$ cat config.mk
export PLATFORM = sky130hd
export DESIGN_NAME = pokey_key_scan_ctrl_flat
export DESIGN_NICKNAME = d
export VERILOG_FILES = /design/src/rtl/pokey_pkg.sv /design/src/rtl/pokey_key_scan_ctrl_if.sv /design/src/rtl/pokey_scan_counter.sv /design/src/rtl/pokey_key_scan_ctrl.sv /design/src/flat_wrapper.sv
export SDC_FILE = /design/constraint.sdc
export NUM_CORES = 1
export LEC_CHECK = 0
export CAP_MARGIN = 25
export CORE_UTILIZATION = 35
export CTS_BUF_LIST = sky130_fd_sc_hd__clkbuf_8 sky130_fd_sc_hd__clkbuf_16
export CTS_CLUSTER_SIZE = 28
export DETAILED_ROUTE_END_ITERATION = 7
export MAX_ROUTING_LAYER = met4
export REMOVE_ABC_BUFFERS = 1
export SYNTH_ARGS = -nofsm -noshare
export SYNTH_HDL_FRONTEND = slang
export SYNTH_SLANG_ARGS = --single-unit
$ cat constraint.sdc
create_clock -name o2 -period 2.1 [get_ports o2]
set_clock_uncertainty 0.2 [all_clocks]
set_input_delay 0.42 -clock o2 [delete_from_list [all_inputs] [get_ports o2]]
set_output_delay 0.42 -clock o2 [all_outputs]
set_load 0.005 [all_outputs]
$ cat src/rtl/pokey_pkg.sv
// Shared definitions for the POKEY keyboard scan logic.
// Contents: scan FSM state type, scan index width, default modifier/break
// scan indices, SKCTL bit positions, and a KBCODE packing helper.
package pokey_pkg;

  localparam int unsigned SCAN_W = 6;

  typedef enum logic [1:0] {
    StIdle,
    StConfirm,
    StHeld
  } scan_state_e;

  localparam logic [SCAN_W-1:0] SHIFT_IDX_DEF = 6'h3E;
  localparam logic [SCAN_W-1:0] CTRL_IDX_DEF  = 6'h3F;
  localparam logic [SCAN_W-1:0] BREAK_IDX_DEF = 6'h30;

  // SKCTL bit positions feeding kb_enable / debounce_en
  localparam int unsigned SKCTL_KB_ENABLE_BIT = 1;
  localparam int unsigned SKCTL_DEBOUNCE_BIT  = 0;

  function automatic logic [7:0] make_kbcode(input logic ctrl, input logic shift,
                                             input logic [SCAN_W-1:0] idx);
    return {ctrl, shift, idx};
  endfunction

endpackage

$ cat src/rtl/pokey_key_scan_ctrl_if.sv
// Bus bundle between the keyboard scan controller and its surroundings.
// Signals prefixed i_ are inputs to the controller, o_ are its outputs.
//   i_kb_enable, i_debounce_en : SKCTL controls
//   i_scan_tick                : one-cycle pulse advancing the scan by one key
//   i_kr1_L, i_kr2_L           : active-low key-matrix returns
//   i_irq_ack, i_ovr_clr       : one-cycle clears of key_irq / kb_overrun
//   o_key_scan_L               : inverted scan index driven to the matrix
//   o_kbcode                   : {ctrl, shift, index}
//   o_key_irq, o_break_irq     : keyboard IRQ (level), break IRQ (pulse)
//   o_key_down, o_shift_down   : live key / shift status
//   o_kb_overrun               : overrun flag
// Modports: slave = controller, master = driver of the controls.
interface pokey_key_scan_ctrl_if
  import pokey_pkg::*;
();

  logic              i_kb_enable;
  logic              i_debounce_en;
  logic              i_scan_tick;
  logic              i_kr1_L;
  logic              i_kr2_L;
  logic              i_irq_ack;
  logic              i_ovr_clr;
  logic [SCAN_W-1:0] o_key_scan_L;
  logic [7:0]        o_kbcode;
  logic              o_key_irq;
  logic              o_break_irq;
  logic              o_key_down;
  logic              o_shift_down;
  logic              o_kb_overrun;

  modport slave (
    input  i_kb_enable, i_debounce_en, i_scan_tick, i_kr1_L, i_kr2_L, i_irq_ack, i_ovr_clr,
    output o_key_scan_L, o_kbcode, o_key_irq, o_break_irq, o_key_down, o_shift_down,
           o_kb_overrun
  );

  modport master (
    output i_kb_enable, i_debounce_en, i_scan_tick, i_kr1_L, i_kr2_L, i_irq_ack, i_ovr_clr,
    input  o_key_scan_L, o_kbcode, o_key_irq, o_break_irq, o_key_down, o_shift_down,
           o_kb_overrun
  );

endinterface

$ cat src/rtl/pokey_scan_counter.sv
// 6-bit keyboard scan index counter with registered inverted matrix address.
// Ports:
//   o2           : clock, rising edge
//   rst          : asynchronous active-high reset
//   i_en         : scanning enabled; low forces the index to 0
//   i_tick       : advance by one key (wraps 63 -> 0)
//   o_count      : current scan index
//   o_key_scan_L : registered ~index, updated together with the index
module pokey_scan_counter
  import pokey_pkg::*;
(
  input  logic              o2,
  input  logic              rst,
  input  logic              i_en,
  input  logic              i_tick,
  output logic [SCAN_W-1:0] o_count,
  output logic [SCAN_W-1:0] o_key_scan_L
);

  logic [SCAN_W-1:0] r_count;
  logic [SCAN_W-1:0] r_key_scan_L;
  logic [SCAN_W-1:0] w_count_inc;

  assign w_count_inc = r_count + 6'd1;

  always_ff @(posedge o2 or posedge rst) begin
    if (rst) begin
      r_count      <= '0;
      r_key_scan_L <= '1;
    end else if (!i_en) begin
      r_count      <= '0;
      r_key_scan_L <= '1;
    end else if (i_tick) begin
      r_count      <= w_count_inc;
      r_key_scan_L <= ~w_count_inc;
    end
  end

  assign o_count      = r_count;
  assign o_key_scan_L = r_key_scan_L;

endmodule

$ cat src/rtl/pokey_key_scan_ctrl.sv
// POKEY keyboard scan sequencer: walks the 64-key matrix, runs the
// compare-latch debounce FSM, latches KBCODE with shift/control modifiers,
// and raises keyboard and break interrupt requests.
// Ports:
//   o2  : clock, rising edge
//   rst : asynchronous active-high reset
//   bus : pokey_key_scan_ctrl_if.slave (controls, matrix returns, status)
// Optional feature macro: POKEY_KEY_OVERRUN_EN -- when defined, a latch while
// key_irq is still pending sets kb_overrun (cleared by ovr_clr, set wins);
// when undefined kb_overrun is tied low and ovr_clr is ignored.
module pokey_key_scan_ctrl
  import pokey_pkg::*;
#(
  parameter logic [SCAN_W-1:0] SHIFT_IDX = SHIFT_IDX_DEF,
  parameter logic [SCAN_W-1:0] CTRL_IDX  = CTRL_IDX_DEF,
  parameter logic [SCAN_W-1:0] BREAK_IDX = BREAK_IDX_DEF
) (
  input  logic                  o2,
  input  logic                  rst,
  pokey_key_scan_ctrl_if.slave  bus
);

  logic [SCAN_W-1:0] w_count;
  logic [SCAN_W-1:0] w_key_scan_L;
  logic              w_step;
  logic              w_key_hit;
  logic              w_kr2;
  logic              w_at_latch;

  scan_state_e       r_state;
  scan_state_e       w_state_d;

  logic              w_capture;
  logic              w_latch;
  logic [SCAN_W-1:0] w_latch_idx;

  logic [SCAN_W-1:0] r_comp_latch;
  logic              r_shift_st;
  logic              r_ctrl_st;
  logic              r_brk_prev;
  logic              r_break_irq;
  logic [7:0]        r_kbcode;
  logic              r_key_irq;
  logic              r_key_down;
  logic              r_kb_overrun;

  assign w_step     = bus.i_kb_enable & bus.i_scan_tick;
  assign w_key_hit  = ~bus.i_kr1_L;
  assign w_kr2      = ~bus.i_kr2_L;
  assign w_at_latch = (w_count == r_comp_latch);

  pokey_scan_counter u_scan_counter (
    .o2           (o2),
    .rst          (rst),
    .i_en         (bus.i_kb_enable),
    .i_tick       (bus.i_scan_tick),
    .o_count      (w_count),
    .o_key_scan_L (w_key_scan_L)
  );

  // FSM state register
  always_ff @(posedge o2 or posedge rst) begin
    if (rst) begin
      r_state <= StIdle;
    end else begin
      r_state <= w_state_d;
    end
  end

  // FSM next state
  always_comb begin
    w_state_d = r_state;
    if (!bus.i_kb_enable) begin
      w_state_d = StIdle;
    end else if (w_step) begin
      unique case (r_state)
        StIdle: begin
          if (w_key_hit) w_state_d = bus.i_debounce_en ? StConfirm : StHeld;
        end
        StConfirm: begin
          // Only the remembered key matters; a miss there is a bounce.
          if (w_at_latch) w_state_d = w_key_hit ? StHeld : StIdle;
        end
        StHeld: begin
          if (w_at_latch && !w_key_hit) w_state_d = StIdle;
        end
        default: w_state_d = StIdle;
      endcase
    end
  end

  // FSM outputs: capture of the candidate index and the KBCODE latch strobe
  always_comb begin
    w_capture   = 1'b0;
    w_latch     = 1'b0;
    w_latch_idx = r_comp_latch;
    if (w_step) begin
      unique case (r_state)
        StIdle: begin
          if (w_key_hit) begin
            w_capture = 1'b1;
            if (!bus.i_debounce_en) begin
              // comp_latch is loaded this same edge, so take the live index
              w_latch     = 1'b1;
              w_latch_idx = w_count;
            end
          end
        end
        StConfirm: begin
          if (w_at_latch && w_key_hit) w_latch = 1'b1;
        end
        default: ;
      endcase
    end
  end

  // Modifier, break and key status registers
  always_ff @(posedge o2 or posedge rst) begin
    if (rst) begin
      r_comp_latch <= '0;
      r_shift_st   <= 1'b0;
      r_ctrl_st    <= 1'b0;
      r_brk_prev   <= 1'b0;
      r_break_irq  <= 1'b0;
      r_kbcode     <= 8'h00;
      r_key_irq    <= 1'b0;
      r_key_down   <= 1'b0;
    end else begin
      r_break_irq <= 1'b0;
      if (w_capture) r_comp_latch <= w_count;

      if (!bus.i_kb_enable) begin
        r_shift_st <= 1'b0;
      end else if (w_step) begin
        if (w_count == SHIFT_IDX) r_shift_st <= w_kr2;
        if (w_count == CTRL_IDX)  r_ctrl_st  <= w_kr2;
        if (w_count == BREAK_IDX) begin
          r_brk_prev  <= w_kr2;
          r_break_irq <= w_kr2 & ~r_brk_prev;
        end
      end

      r_key_down <= (w_state_d == StHeld);

      // Modifiers are the values from the most recent scan, not this tick.
      if (w_latch) r_kbcode <= make_kbcode(r_ctrl_st, r_shift_st, w_latch_idx);

      if (w_latch) begin
        r_key_irq <= 1'b1;
      end else if (bus.i_irq_ack) begin
        r_key_irq <= 1'b0;
      end
    end
  end

`ifdef POKEY_KEY_OVERRUN_EN
  always_ff @(posedge o2 or posedge rst) begin
    if (rst) begin
      r_kb_overrun <= 1'b0;
    end else if (w_latch && r_key_irq) begin
      r_kb_overrun <= 1'b1;
    end else if (bus.i_ovr_clr) begin
      r_kb_overrun <= 1'b0;
    end
  end
`else
  logic w_unused_ovr_clr;
  assign w_unused_ovr_clr = bus.i_ovr_clr;
  assign r_kb_overrun     = 1'b0;
`endif

  assign bus.o_key_scan_L = w_key_scan_L;
  assign bus.o_kbcode     = r_kbcode;
  assign bus.o_key_irq    = r_key_irq;
  assign bus.o_break_irq  = r_break_irq;
  assign bus.o_key_down   = r_key_down;
  assign bus.o_shift_down = r_shift_st;
  assign bus.o_kb_overrun = r_kb_overrun;

endmodule

$ cat src/flat_wrapper.sv
// flat-port wrapper written by rule: the top's interface ports become plain ports
module pokey_key_scan_ctrl_flat import pokey_pkg::*;
#(
  parameter logic [SCAN_W-1:0] SHIFT_IDX = SHIFT_IDX_DEF,
  parameter logic [SCAN_W-1:0] CTRL_IDX  = CTRL_IDX_DEF,
  parameter logic [SCAN_W-1:0] BREAK_IDX = BREAK_IDX_DEF
)
  (o2, rst, bus_i_kb_enable, bus_i_debounce_en, bus_i_scan_tick, bus_i_kr1_L, bus_i_kr2_L, bus_i_irq_ack, bus_i_ovr_clr, bus_o_key_scan_L, bus_o_kbcode, bus_o_key_irq, bus_o_break_irq, bus_o_key_down, bus_o_shift_down, bus_o_kb_overrun);
  pokey_key_scan_ctrl_if bus_i ();
  input  logic o2;
  input  logic rst;
  input wire logic [$bits(bus_i.i_kb_enable)-1:0] bus_i_kb_enable;
  input wire logic [$bits(bus_i.i_debounce_en)-1:0] bus_i_debounce_en;
  input wire logic [$bits(bus_i.i_scan_tick)-1:0] bus_i_scan_tick;
  input wire logic [$bits(bus_i.i_kr1_L)-1:0] bus_i_kr1_L;
  input wire logic [$bits(bus_i.i_kr2_L)-1:0] bus_i_kr2_L;
  input wire logic [$bits(bus_i.i_irq_ack)-1:0] bus_i_irq_ack;
  input wire logic [$bits(bus_i.i_ovr_clr)-1:0] bus_i_ovr_clr;
  output wire logic [$bits(bus_i.o_key_scan_L)-1:0] bus_o_key_scan_L;
  output wire logic [$bits(bus_i.o_kbcode)-1:0] bus_o_kbcode;
  output wire logic [$bits(bus_i.o_key_irq)-1:0] bus_o_key_irq;
  output wire logic [$bits(bus_i.o_break_irq)-1:0] bus_o_break_irq;
  output wire logic [$bits(bus_i.o_key_down)-1:0] bus_o_key_down;
  output wire logic [$bits(bus_i.o_shift_down)-1:0] bus_o_shift_down;
  output wire logic [$bits(bus_i.o_kb_overrun)-1:0] bus_o_kb_overrun;
  assign bus_i.i_kb_enable = bus_i_kb_enable;
  assign bus_i.i_debounce_en = bus_i_debounce_en;
  assign bus_i.i_scan_tick = bus_i_scan_tick;
  assign bus_i.i_kr1_L = bus_i_kr1_L;
  assign bus_i.i_kr2_L = bus_i_kr2_L;
  assign bus_i.i_irq_ack = bus_i_irq_ack;
  assign bus_i.i_ovr_clr = bus_i_ovr_clr;
  assign bus_o_key_scan_L = bus_i.o_key_scan_L;
  assign bus_o_kbcode = bus_i.o_kbcode;
  assign bus_o_key_irq = bus_i.o_key_irq;
  assign bus_o_break_irq = bus_i.o_break_irq;
  assign bus_o_key_down = bus_i.o_key_down;
  assign bus_o_shift_down = bus_i.o_shift_down;
  assign bus_o_kb_overrun = bus_i.o_kb_overrun;
  pokey_key_scan_ctrl #(.SHIFT_IDX(SHIFT_IDX), .CTRL_IDX(CTRL_IDX), .BREAK_IDX(BREAK_IDX)) u_core (.o2(o2), .rst(rst), .bus(bus_i));
endmodule
# After elaboration in Yosys (flattened, before gate mapping)
# Cells that the tools add are included.
[op_classes]
reduce_logical = 7
bitwise_logic = 6
n_addsub = 1
mux = 32
n_eq_ne = 10
[ops]
columns = ["cell", "n"]
rows = [
  ["6-bit two-way mux", 8],
  ["6-bit == test (second input constant)", 3],
  ["1-bit two-way mux", 15],
  ["2-bit two-way mux", 7],
  ["6-bit by 1-bit adder with 6-bit output (second input constant)", 1],
  ["6-bit == test", 1],
  ["2-bit by 1-bit inequality test with 1-bit output (second input constant)", 3],
  ["6-bit NOT", 1],
  ["2-bit case mux with 3 select lines", 1],
  ["3-bit AND reduction", 2],
  ["2-bit == test (second input constant)", 2],
  ["1-bit NOT", 3],
  ["1-bit AND", 2],
  ["2-bit by 1-bit == test with 1-bit output (second input constant)", 1],
  ["1-bit logical AND", 2],
  ["2-bit logical NOT", 1],
  ["1-bit case mux with 2 select lines", 1],
  ["2-bit AND reduction", 1],
  ["2-bit nonzero test", 1],
]
[word_totals]
inputBits = 9
regBits = 34

# Logic depth before layout (Yosys ltp)
# Gate-level depths: netlist of the first run.
[logic_depth]
depth_word = 7
ltp_mapped = 7
ltp_nobuf = 6

# Cells and area by module
# Synthesis of the first run repeated with hierarchy kept, for this count alone.
[unflattened]
cells_unflattened = 149
area_unflattened_um2 = 1739.2
[modules_own_cells]
columns = ["mod", "n_inst", "cells_each", "area_per_inst_um2"]
rows = [
  ["pokey_key_scan_ctrl", 1, 92, 1141.1],
  ["pokey_scan_counter", 1, 57, 598.1],
]

# Least setup slack after synthesis of the first run
# No wires, ideal clock.
[synth_path]
kind = "input-to-reg"
from = "in bus_i_scan_tick"
to = "reg u_core.r_kbcode[0] (netlist: u_core.bus.o_kbcode[0])"
arrival_ps = 1515
n_path_buf = 1
path_slack_ps = 260
stages = 6
path_cell_list = "buf_6 -> inv_2 -> nor2_4 -> and4_1 -> a21boi_4 -> mux2_2"
[synth_via]
elab_chain_len = 2
word_cells_on_any_way = 3
[synth_lines]
columns = ["item", "line_no", "source"]
rows = [
  ["start, declared", "flat_wrapper.sv:14", "input wire logic [$bits(bus_i.i_scan_tick)-1:0] bus_i_scan_tick;"],
  ["1-bit AND (*)", "pokey_key_scan_ctrl.sv:47", "assign w_step = bus.i_kb_enable & bus.i_scan_tick;"],
  ["6-bit two-way mux / 1-bit two-way mux (equally long branches)", "pokey_key_scan_ctrl.sv:97", "if (w_step) begin"],
  ["end signal, assigned", "pokey_key_scan_ctrl.sv:146", "if (w_latch) r_kbcode <= make_kbcode(r_ctrl_st, r_shift_st, w_latch_idx);"],
  ["end, declared", "pokey_key_scan_ctrl.sv:42", "logic [7:0] r_kbcode;"],
]
# Every way passes the cells marked *; elsewhere a longest branch is shown, timed or not.
# A chain may end at the register's enable or synchronous reset.

# Final worst setup path of the first run
# Ends and elaborated chain as after synthesis.

==> out/metrics.yaml, run 1 <==
run_status:
  status: "complete, no violations"
setup_path:
  worstSetupPathType: "input port to flop"
  cp_cell_sequence: "clkdlybuf4s50_1, inv_2, nor2_4, nand3_2, buf_4, mux2_2, mux2_2"
  crit_path_frequent_cell: "mux2_2"
  worstRegToRegCells: 5
  critical_path_depth: 7
  critPathLaunch: "bus_i_scan_tick"
  endpoint_kind: "flop"
  path_max_fanout: 6
  critPathLaunchType: "input port"
  path_delay_family: "buffers and inverters"
  reg2reg_to: "u_core.bus.o_kbcode[0]$_DFFE_PP0P_"
  max_stage_delay_ns: 0.55
  required_ns: 2.07
  crit_end: "u_core.bus.o_kbcode[0]$_DFFE_PP0P_"
  cp_num_buf_inv: 3
  reg2reg_slack_ns: 0.22
  reg2reg_from: "u_core.r_state[0]$_DFF_PP0_"
  slowest_stage: "clkdlybuf4s50_1"
  crit_arrival_ns: 2.02
sta:
  finalHoldViolCount: 0
  layout_min_cycle_time_ns: 2.04
  slew_viol_final: 0
  rsz0062_at_grt: "no"
  setup_viol: 0
  max_freq_mhz: 490
  layout_setup_ws_ns: 0.0588
  fin_crit_sh: 0.972
  fin_tns_setup_ns: 0
pwr:
  clkPwrFrac: 0.349
  cellLeakagePower_nw: 1.01
  p_per_area_nw_per_um2: 632
  power.internal_w: 0.00105
  switching_share: 0.257
  ir_worst_vdd_v: 0.000259
  pwr-share-seq: 0.497
  p_sw_w: 0.000365
  combPwrFrac: 0.154
die:
  core_um2: 4720
  design.die.area_um2: 5170
  die_h_um: 71.9
  die_w_um: 71.9
  initial_core_util: 0.362
  num_rows: 25
  io_pins: 28
yosys:
  synth_top_family_by_area: "simple AND/OR/NAND/NOR gates"
  synthAdderAreaFrac: 0.0219
  synth_top_area_share: 0.409
  synth_cells: 154
  synth_area_um2: 1710
  yosysWarningCount: 0
  synth_cell_type_count: 38
  synthXorXnorAreaFrac: 0.0665
  synthMuxAreaShare: 0.129
  postSynthAreaPerCell_um2: 11.1
  yosysTopAreaCell: "dfrtp_1"
  yosysSeqAreaShare: 0.501
  synth-simple-area-share: 0.139
  synth_area_leaders: "dfrtp_1 41%, mux2_2 11%, dfstp_2 9.2%"
  synth_compound_area_frac: 0.0877
  synth-seq-cells: 34
grt:
  grt_use_total: 0.169
  grt_pass1_vias: 1342
  grt_pass1_wl_um: 6330
  overflow: 0
  antenna_found_initial: 0
  grt_max_degree: 35
cells_and_area:
  syn_to_final_growth_pct: 31.4
  layout_commonest_cell: "dfrtp_1"
  antenna_cells: 0
  final_cell_mix: "28 x dfrtp_1, 25 x clkdlybuf4s50_1, 20 x buf_4"
  fin_nets: 210
  drive_gt1_frac: 0.291
  fin_cells: 266
  nFillCells: 429
route:
  drc: 0
  finalWirelength_um: 3670
  post_drt_wl_per_cell_um: 13.8
  ant_nets: 0
  vias: 1289
  first_pass_iters: 5
  drt-vias-per-instance: 4.85
  drt-initial-drc-count: 64
cts:
  clkTransAtPathRegs_ns: 0.07
  cts-buffers-inserted: 5
  clock_tree.buffer_depth: 2
  cts_setup_buffers: 0
  holdBufCountCts: 0
  clkLatencyLatePin_ns: 0.29
  cts.sinks: 34
  cts_tree: "done"
  cts_resized: 0
  cts_root_buf: "clkbuf_8"
  cts_max_level: 2
place:
  io_buffers: 25
  hpwlAfterDp_um: 2670
  dpl_worst_slack_ns: -0.281
  gp_congestion: 0.920
  dp_cells: 258
flow_run:
  cap_violations: 0
worst_hold_path:
  hold_class: "flop to flop"
-- cell usage after synthesis (all sizes together) --
cell type,number
a211oi,1
a21boi,1
a21oi,3
a311oi,1
a32oi,1
and2,1
and4,1
buf,7
clkbuf,2
conb,1
dfrtp,28
dfstp,6
ha,3
inv,7
mux2,18
mux2i,1
nand2,14
nand3,5
nand4,5
nor2,11
nor3,4
nor4,1
o2111a,1
o211ai,1
o21ai,13
o31ai,1
or3,2
or4b,1
xnor2,8
xor2,5
-- through the flow --
| stage | hold WS, ns | instance area (um2) | total power, W | utilization |
|---|---|---|---|---|
| after floorplan | 0.208 | 1650 | 0.000823 | - |
| after global placement | 0.220 | 2150 | 0.000929 | 0.456 |
| after detailed placement | 0.247 | 2150 | 0.000937 | 0.456 |
| after CTS | 0.262 | 2240 | 0.00144 | 0.475 |
| after global routing | 0.271 | 2250 | 0.00150 | 0.476 |
| final | 0.257 | 2250 | 0.00142 | 0.476 |
-- power by group through the flow --
| stage | registers [W] | clock network (W) | logic, W |
|---|---|---|---|
| after floorplan | 0.000721 | 0 | 0.000103 |
| after global placement | 0.000716 | 0 | 0.000213 |
| after detailed placement | 0.000718 | 0 | 0.000220 |
| after CTS | 0.000706 | 0.000511 | 0.000221 |
| after global routing | 0.000709 | 0.000548 | 0.000241 |
| final | 0.000706 | 0.000495 | 0.000219 |
-- worst min path at each step --
stage	startpoint	endpoint	cells past startpoint
final	u_core.r_brk_prev$_DFFE_PP0P_	u_core.bus.o_break_irq$_DFF_PP0_	1
after global routing	u_core.r_brk_prev$_DFFE_PP0P_	u_core.bus.o_break_irq$_DFF_PP0_	1
after CTS	u_core.r_brk_prev$_DFFE_PP0P_	u_core.bus.o_break_irq$_DFF_PP0_	1
after detailed placement	u_core.r_brk_prev$_DFFE_PP0P_	u_core.bus.o_break_irq$_DFF_PP0_	1
after global placement	u_core.r_brk_prev$_DFFE_PP0P_	u_core.bus.o_break_irq$_DFF_PP0_	1
after floorplan	u_core.r_brk_prev$_DFFE_PP0P_	u_core.bus.o_break_irq$_DFF_PP0_	1
-- logic make-up (layout without fill, tap and decap cells) --
| group | after synthesis | after routing |
|---|---|---|
| multiplexers | 19 | 19 |
| AND/OR/NAND/NOR | 45 | 45 |
| other | 1 | 1 |
| buffers and inverters | 16 | 61 |
| flip-flops | 34 | 34 |
| XOR/XNOR | 13 | 13 |
| AO/OA/AOI/OAI | 23 | 23 |
| adder cells (fa/ha/maj) | 3 | 3 |
-- sequential cells by signal (all words and copies together), names as in the netlist --
| name | flops |
|---|---|
| u_core.r_state | 2 |
| u_core.r_ctrl_st | 1 |
| u_core.bus.o_kbcode | 8 |
| u_core.bus.o_key_down | 1 |
| u_core.u_scan_counter.o_key_scan_L | 6 |
| u_core.r_comp_latch | 6 |
| u_core.bus.o_break_irq | 1 |
| u_core.bus.o_shift_down | 1 |
| u_core.u_scan_counter.o_count | 6 |
| u_core.r_brk_prev | 1 |
| u_core.bus.o_key_irq | 1 |
-- routing by layer --
| layer | GRT usage | share of wire |
|---|---|---|
| met1 | 0.207 | 0.47 |
| met2 | 0.265 | 0.49 |
| met3 | 0.0417 | 0.031 |
| met4 | 0.0784 | 0.013 |
| met5 | - | 0 |
-- final cells by class --
cell class | count | area [um2] | share of cell area
repair buffers | 46 | 420 | 0.187
inverters | 7 | 26.3 | 0.0117
flip-flops and latches | 34 | 858 | 0.382
clock buffers | 6 | 82.6 | 0.0367
clock inverters | 2 | 8.76 | 0.00390
well taps | 67 | 83.8 | 0.0373
multi-input cells | 104 | 768 | 0.342
Power figures use the tool's default switching activity.
==> run 2: changes to the inputs <==
Settings changed: CORE_MARGIN set to 5.
==> run 2 against run 1 <==
  * Sequential power about the same
  * Critical endpoint is now u_core.bus.o_kbcode[2]$_DFFE_PP0P_
  * Highest routed layer unchanged
  * Final cell count is the same
  * Largest power group unchanged
  * Power decreased by 0.35%
  * First-iteration DRC count is 39% higher
  * Critical path type unchanged
  * Clock power is essentially flat
  * Worst setup slack gained 0.045 ns
  * Fmax rose by 2.2%
==> out/metrics.yaml, run 2 (synthesis gave the netlist of run 1 again) <==
sta:
  fin_crit_sh: 0.951
  timing.hold.ws_ns: 0.241
  finalHoldViolCount: 0
  rsz0062_at_grt: "no"
  slew_viol_final: 0
  max_freq_mhz: 501
  layout_min_cycle_time_ns: 2.00
  fin_tns_setup_ns: 0
  setup_viol: 0
grt:
  grt_use_total: 0.134
  top_usage_layer: "met2"
  use_met3: 0.0327
  overflow: 0
  grt_pass1_vias: 1340
  use_met2: 0.211
  use_met1: 0.166
  grt_pass1_wl_um: 6460
  antenna_found_initial: 0
  grt_max_degree: 35
die:
  die_w_um: 79.9
  num_rows: 25
  core_um2: 4720
  die_h_um: 79.9
  initial_core_util: 0.362
  design.die.area_um2: 6390
  io_pins: 28
cts:
  cts_setup_buffers: 0
  cts-buffers-inserted: 5
  cts.sinks: 34
  clkLatencyLatePin_ns: 0.28
  cts_max_level: 2
  cts_tree: "done"
  clkTransAtPathRegs_ns: 0.07
  holdBufCountCts: 0
  clock_tree.buffer_depth: 2
  cts_root_buf: "clkbuf_8"
setup_path:
  reg2reg_to: "u_core.bus.o_kbcode[6]$_DFFE_PP0P_"
  worstRegToRegCells: 6
  required_ns: 2.07
  reg2reg_slack_ns: 0.18
  endpoint_kind: "flop"
  critPathLaunchType: "input port"
  worstSetupPathType: "input port to flop"
  reg2reg_from: "u_core.r_comp_latch[4]$_DFFE_PP0P_"
  crit_arrival_ns: 1.96
  path_max_fanout: 6
route:
  finalWirelength_um: 3710
  first_pass_iters: 4
  vias: 1284
  ant_nets: 0
  drc: 0
  post_drt_wl_per_cell_um: 13.9
  drt-vias-per-instance: 4.83
  drt-initial-drc-count: 89
pwr:
  power_w: 0.00142
  p_per_area_nw_per_um2: 629
  ir_worst_vdd_v: 0.000355
  cellLeakagePower_nw: 1.01
place:
  gp_congestion: 0.800
  placedInstanceArea_um2: 2150
  io_buffers: 25
  hpwlAfterDp_um: 2740
cells_and_area:
  largest_reg_flops: 8
  fin_nets: 210
  drive_gt1_frac: 0.291
  layout_commonest_cell: "dfrtp_1"
  nFillCells: 440
  final_cell_mix: "28 x dfrtp_1, 25 x clkdlybuf4s50_1, 20 x buf_4"
  syn_to_final_growth_pct: 31.4
  antenna_cells: 0
  fin_area_um2: 2250
worst_hold_path:
  hold_class: "flop to flop"
  hold_path_depth: 1
  worstHoldEndpoint: "u_core.bus.o_break_irq$_DFF_PP0_"
  hp-start: "u_core.r_brk_prev$_DFFE_PP0P_"
run_status:
  status: "complete, no violations"
flow_run:
  cap_violations: 0
[run 2: cell counts in the layout (fill, tap and decap cells not counted)]
No cell type changed its count.
[run 2: per-stage QoR]
step / setup WS [ns] / utilization / instances
after floorplan: 0.302 / - / 145
after global placement: -0.192 / 0.456 / 258
after detailed placement: -0.288 / 0.456 / 258
after CTS: 0.00203 / 0.475 / 266
after global routing: 0.0176 / 0.476 / 266
final: 0.104 / 0.476 / 266
[run 2: where the power goes]
part	internal, W	leakage, nW	switching, W
clock	0.000260	0.0524	0.000233
combinational	0.000109	0.511	0.000108
sequential	0.000686	0.449	0.0000199
[run 2: critical path: stages]
cell and delay, ns:
clkdlybuf4s50_1 0.44, nor3_2 0.28, nand3_2 0.12, buf_4 0.18, mux2_2 0.27, mux2_2 0.26
[run 2: layer usage]
metal  wire [um]  up-vias
met5           0        -
met4          63        0
met3         164        7
met2        1800       32
met1        1680      624
li1            -      621
[run 2: cell type report]
cell class	count	area, um2	share of cell area
sequential	34	858	0.382
multi-input combinational	104	768	0.342
timing repair buffer	46	420	0.187
tap	67	83.8	0.0373
clock buffer	6	82.6	0.0367
inverter	7	26.3	0.0117
clock inverter	2	8.76	0.00390
[run 2: worst max path at each step]
stage	from	endpoint	slack, ns	cells after the start
floorplan	u_core.u_scan_counter.o_count[2]$_DFFE_PP0P_	u_core.bus.o_kbcode[0]$_DFFE_PP0P_	0.30	4
global placement	bus_i_kr1_L	u_core.bus.o_kbcode[4]$_DFFE_PP0P_	-0.19	6
detailed placement	bus_i_kr1_L	u_core.bus.o_kbcode[3]$_DFFE_PP0P_	-0.29	6
CTS	bus_i_kr1_L	u_core.bus.o_kbcode[3]$_DFFE_PP0P_	0.002	6
global route	bus_i_kr1_L	u_core.bus.o_kbcode[3]$_DFFE_PP0P_	0.02	6
finish	bus_i_kr1_L	u_core.bus.o_kbcode[2]$_DFFE_PP0P_	0.10	6
[run 2: repair_timing]
item | CTS | global route
setup endpoints to repair | 0 | 6
endpoints found under the hold margin | 0 | 0
resized for setup | 0 | 1
==> run 3: changes to the inputs <==
Settings changed: GPL_TIMING_DRIVEN set to 0.
==> run 3 against run 2 <==
  * First-iteration DRC count down 34%
  * Sequential share of layout area up 0.52 points
  * Final area down 0.78%
  * Register-to-register slack worse by 0.07 ns
  * Critical path type unchanged
  * Critical endpoint is now u_core.bus.o_kbcode[3]$_DFFE_PP0P_
  * Largest power group unchanged
  * Highest routed layer unchanged
==> out/metrics.yaml, run 3 (synthesis gave the netlist of run 1 again) <==
grt:
  grt_use_total: 0.127
  use_met3: 0.0361
  top_usage_layer: "met2"
  grt_pass1_vias: 1289
  grt_max_degree: 22
  use_met2: 0.200
  use_met1: 0.150
  overflow: 0
  antenna_found_initial: 0
  grt_pass1_wl_um: 6140
setup_path:
  cp_cell_sequence: "clkdlybuf4s18_2, inv_2, nor2_4, and4_1, a21boi_4, buf_4, mux2_2"
  worstSetupPathType: "input port to flop"
  reg2reg_to: "u_core.bus.o_kbcode[6]$_DFFE_PP0P_"
  crit_arrival_ns: 2.01
  crit_end: "u_core.bus.o_kbcode[3]$_DFFE_PP0P_"
  max_stage_delay_ns: 0.38
  required_ns: 2.07
  reg2reg_from: "u_core.u_scan_counter.o_count[3]$_DFFE_PP0P_"
  endpoint_kind: "flop"
  path_max_fanout: 19
  slowest_stage: "clkdlybuf4s18_2"
  critPathLaunch: "bus_i_scan_tick"
  worstRegToRegCells: 6
  reg2reg_slack_ns: 0.11
  critPathLaunchType: "input port"
sta:
  fin_tns_setup_ns: 0
  max_freq_mhz: 492
  fin_crit_sh: 0.968
  layout_min_cycle_time_ns: 2.03
  finalHoldViolCount: 0
  slew_headroom: 0.581
  tightest_slew_ns: 0.628
  setup_viol: 0
  slew_viol_final: 0
  rsz0062_at_grt: "no"
place:
  placedInstanceArea_um2: 2010
  gp_congestion: 0.785
  io_buffers: 25
  hpwlAfterDp_um: 2520
cts:
  cts.sinks: 34
  cts-buffers-inserted: 5
  cts_root_buf: "clkbuf_8"
  clock_tree.buffer_depth: 2
  cts_tree: "done"
  clkTransAtPathRegs_ns: 0.07
  cts_max_level: 2
  clkLatencyLatePin_ns: 0.29
cells_and_area:
  nFillCells: 408
  layout_commonest_cell: "dfrtp_1"
  antenna_cells: 0
  seqCellArea_um2: 863
  syn_to_final_growth_pct: 30.3
  multi_input_area_um2: 790
  fin_nets: 201
  final_cell_mix: "24 x dfrtp_1, 23 x clkdlybuf4s50_1, 16 x mux2_2"
  largest_reg_flops: 8
  drive_gt1_frac: 0.300
  utilization: 0.472
  fin_area_um2: 2230
die:
  core_um2: 4720
  die_w_um: 79.9
  io_pins: 28
  initial_core_util: 0.362
  die_h_um: 79.9
  design.die.area_um2: 6390
  num_rows: 25
route:
  drc: 0
  vias: 1259
  finalWirelength_um: 3670
  drt-initial-drc-count: 59
  drt-vias-per-instance: 4.90
  post_drt_wl_per_cell_um: 14.3
  ant_nets: 0
  first_pass_iters: 4
pwr:
  p_per_area_nw_per_um2: 682
  ir_worst_vdd_v: 0.000284
  cellLeakagePower_nw: 0.979
run_status:
  status: "complete, no violations"
worst_hold_path:
  hold_class: "flop to flop"
flow_run:
  cap_violations: 0
[run 3: worst max-delay path, delay by kind of cell]
kind / cells / cell delay [ns]
mux: 1 / 0.34
compound gates: 1 / 0.15
buf+inv: 3 / 0.78
simple gates: 2 / 0.31
[run 3: per-layer routing]
| metal | vias to the layer above | wire length [um] |
|---|---|---|
| met2 | 35 | 1820 |
| met4 | 0 | 62 |
| li1 | 598 | - |
| met5 | - | 0 |
| met1 | 620 | 1610 |
| met3 | 6 | 170 |
[run 3: worst min-delay path by stage]
stage          cells after the start                               end  slack [ns]                           from
2_1_floorplan                      1  u_core.bus.o_break_irq$_DFF_PP0_        0.21  u_core.r_brk_prev$_DFFE_PP0P_
4_1_cts                            1  u_core.bus.o_break_irq$_DFF_PP0_        0.24  u_core.r_brk_prev$_DFFE_PP0P_
5_1_grt                            1  u_core.bus.o_break_irq$_DFF_PP0_        0.26  u_core.r_brk_prev$_DFFE_PP0P_
3_3_place_gp                       1  u_core.bus.o_break_irq$_DFF_PP0_        0.22  u_core.r_brk_prev$_DFFE_PP0P_
6_report                           1  u_core.bus.o_break_irq$_DFF_PP0_        0.24  u_core.r_brk_prev$_DFFE_PP0P_
3_5_place_dp                       1  u_core.bus.o_break_irq$_DFF_PP0_        0.23  u_core.r_brk_prev$_DFFE_PP0P_
[run 3: report_power, final]
part           leakage, nW  internal [W]  switching [W]
Sequential           0.443      0.000686      0.0000265
Combinational        0.478      0.000107       0.000104
Clock               0.0579      0.000349       0.000250
[run 3: layout make-up]
type                    instances  share of cell area
flip-flops and latches         34               0.387
multi-input cells             104               0.354
clock inverters                 3              0.0179
well taps                      67              0.0376
repair buffers                 37               0.161
inverters                       7              0.0118
clock buffers                   5              0.0308
[run 3: per-stage QoR]
step                      setup WS, ns  hold slack, ns  cells  power (W)
final                           0.0672           0.242    257    0.00152
after global routing           0.00193           0.264    257    0.00158
after CTS                       0.0510           0.245    249    0.00152
after detailed placement        -0.819           0.235    238   0.000917
after global placement          -0.738           0.219    237   0.000904
after floorplan                  0.302           0.208    145   0.000823
[run 3: timing repair]
action / 4_1_cts / 5_1_grt
setup endpoints to repair: 20 / 8
setup buffers: 3 / 8
pin swaps: 1 / 3
resized for setup: 5 / 8
hold buffers: 0 / 0
==> variant (flow settings as in run 3) <==
Add a define of `POKEY_KEY_OVERRUN_EN`.
--- a/src/rtl/pokey_key_scan_ctrl.sv
+++ b/src/rtl/pokey_key_scan_ctrl.sv
@@ -8,6 +8,8 @@
 // Optional feature macro: POKEY_KEY_OVERRUN_EN -- when defined, a latch while
 // key_irq is still pending sets kb_overrun (cleared by ovr_clr, set wins);
 // when undefined kb_overrun is tied low and ovr_clr is ignored.
+`define POKEY_KEY_OVERRUN_EN
+
 module pokey_key_scan_ctrl
   import pokey_pkg::*;
 #(
Behaviour: not the same (Yosys sat finds a counterexample within 4 cycles, from zero or initial values and one cycle with rst high).
==> variant against run 3 <==
  * Wire length down 4.9%
  * Sequential power up 2.9%
  * Fmax rose by 1.1%
  * Critical path type unchanged
  * Sequential cell count grew 1
  * Worst setup slack better by 22 ps
  * Final area fell by 4.7%
  * Cell count is 3.1% lower
  * Area after synthesis grew 0.29%
  * Die area is 0.26% higher
  * Total power fell by 9.2%
  * Synthesized cell count is 0.65% higher
==> variant: results (changes against run 3) <==
- Outcome: completed (unchanged)
- Static leakage: 0.913 nW (was 0.979 nW)
- DP Area: 2030 um^2 (was 2010 um^2)
- YS warnings: 0 (unchanged)
- First-pass GRT wire length: 5.97 mm (was 6.14 mm)
- Post-synth top cells: dfrtp_1, mux2_2, nand2_1 (unchanged)
- Drt total wl: 3.49 mm (was 3.67 mm)
- Detailed Route Iter0 Violations: 49 (was 59)
- Worst r2r src: u_core.r_state[0] (was u_core.u_scan_counter.o_count[3])
- Post-route clock period utilization: 95.8% (was 96.8%)
- Fin cells: 249 (was 257)
- Slowest cell on crit path: dlygate4sd2_1 (was clkdlybuf4s18_2)
- Utilization after layout: 44.7% (was 47.2%)
- Final Net Count: 193 (was 201)
- Hold WC Path Type: register to register (unchanged)
- Pre-antenna DRT Iters: 4 (unchanged)
- Slowest Stage Delay on Critical Path: 480 ps (was 380 ps)
- Yosys cell types: 31 (was 38)
- Worst slew pin tran: 847 ps (was 628 ps)
- Synth top area cells: dfrtp_1, mux2_2, dfstp_2, xnor2_1, nand2_1 (was dfrtp_1, mux2_2, dfstp_2, xnor2_1, o21ai_0)
- Root buf cell: clkbuf_8 (unchanged)
- Syn Area/Cell: 11.1 um^2 (about the same)
- Worst Path Max Fanout: 12 (was 19)
- All-Layer GR Usage: 12.5% (was 12.7%)
- Routability Congestion: 0.784 (was 0.785)
- Pin count of the biggest net entering global routing: 25 (was 22)
- Inst Count DP: 241 (was 238)
- Vias in the first global route: 1,214 (was 1,289)
- Critical path origin: bus_i_kb_enable (was bus_i_scan_tick)
- Total net switching power: 357 uW (was 380 uW)
- HPWL Detailed: 2.52 mm (about the same)
- Fraction of registers with async set/reset: 100% (unchanged)
- WHS: 239 ps (was 242 ps)
- DR vias/cell: 4.96 (was 4.90)
- Sequential area share after synthesis: 51.5% (was 50.1%)
- Dpl ws: -854 ps (was -819 ps)
- Share of post-route cells with drive strength above 1: 20.3% (was 30.0%)
- Port Buffers: 27 (was 25)
- Number of H-tree levels: 2 (unchanged)
- Max IR drop VDD: 373 uV (was 284 uV)
- FF-to-FF setup slack: 90 ps (was 110 ps)
- Fillers: 443 (was 408)
- Worst path arrival time: 1980 ps (was 2010 ps)
variant: cell families after synthesis:
kind of cell	after synthesis	share of synthesized area [%]
xor+xnor	14	7.14
compound gates	21	7.43
flops	35	51.5
buf+inv	15	4.52
mux	21	13.6
simple gates	46	13.7
fa+ha+maj	3	2.19
variant: power groups by stage:
stage	Sequential, mW	Clock, mW	Combinational [mW]
floorplan	0.742	0	0.0972
global placement	0.744	0	0.176
detailed placement	0.746	0	0.185
CTS	0.734	0.490	0.186
global route	0.738	0.521	0.205
finish	0.734	0.466	0.182
variant: final timing paths:
path | to | cells after the start
worst max-delay path | u_core.bus.o_kbcode[0] | 4
worst min-delay path | u_core.bus.o_break_irq | 1
worst max register to register | u_core.bus.o_kbcode[0] | 4
worst min register to register | u_core.bus.o_break_irq | 1
max in group asynchronous | u_core.u_scan_counter.o_key_scan_L[2] | 3
min in group asynchronous | u_core.bus.o_key_irq | 2
variant: repair_timing:
action	in CTS	in global routing
setup buffers	0	0
setup endpoints to repair	21	1
pin swaps	0	0
resized for setup	7	1
variant: layer usage:
layer / share of wire, % / GRT usage, % / up-vias / wire (um)
met3: 5.0 / 3.72 / 7 / 173
met1: 44 / 15.4 / 615 / 1540
met4: 2.1 / 5.07 / 0 / 74
li1: - / - / 583 / -
met2: 49 / 19.1 / 30 / 1690
met5: 0 / - / - / 0
variant: area by class of cell:
type | count | area share (%)
multi-input cells | 105 | 36.1
well taps | 67 | 3.94
clock buffers | 5 | 3.24
repair buffers | 28 | 13.4
clock inverters | 3 | 0.765
inverters | 6 | 1.06
flip-flops and latches | 35 | 41.5
variant: worst max-delay path, delay by kind of cell:
kind	cells	cell delay, ps
muxes	2	620
buffers and inverters	1	480
and+or+nand+nor	1	460
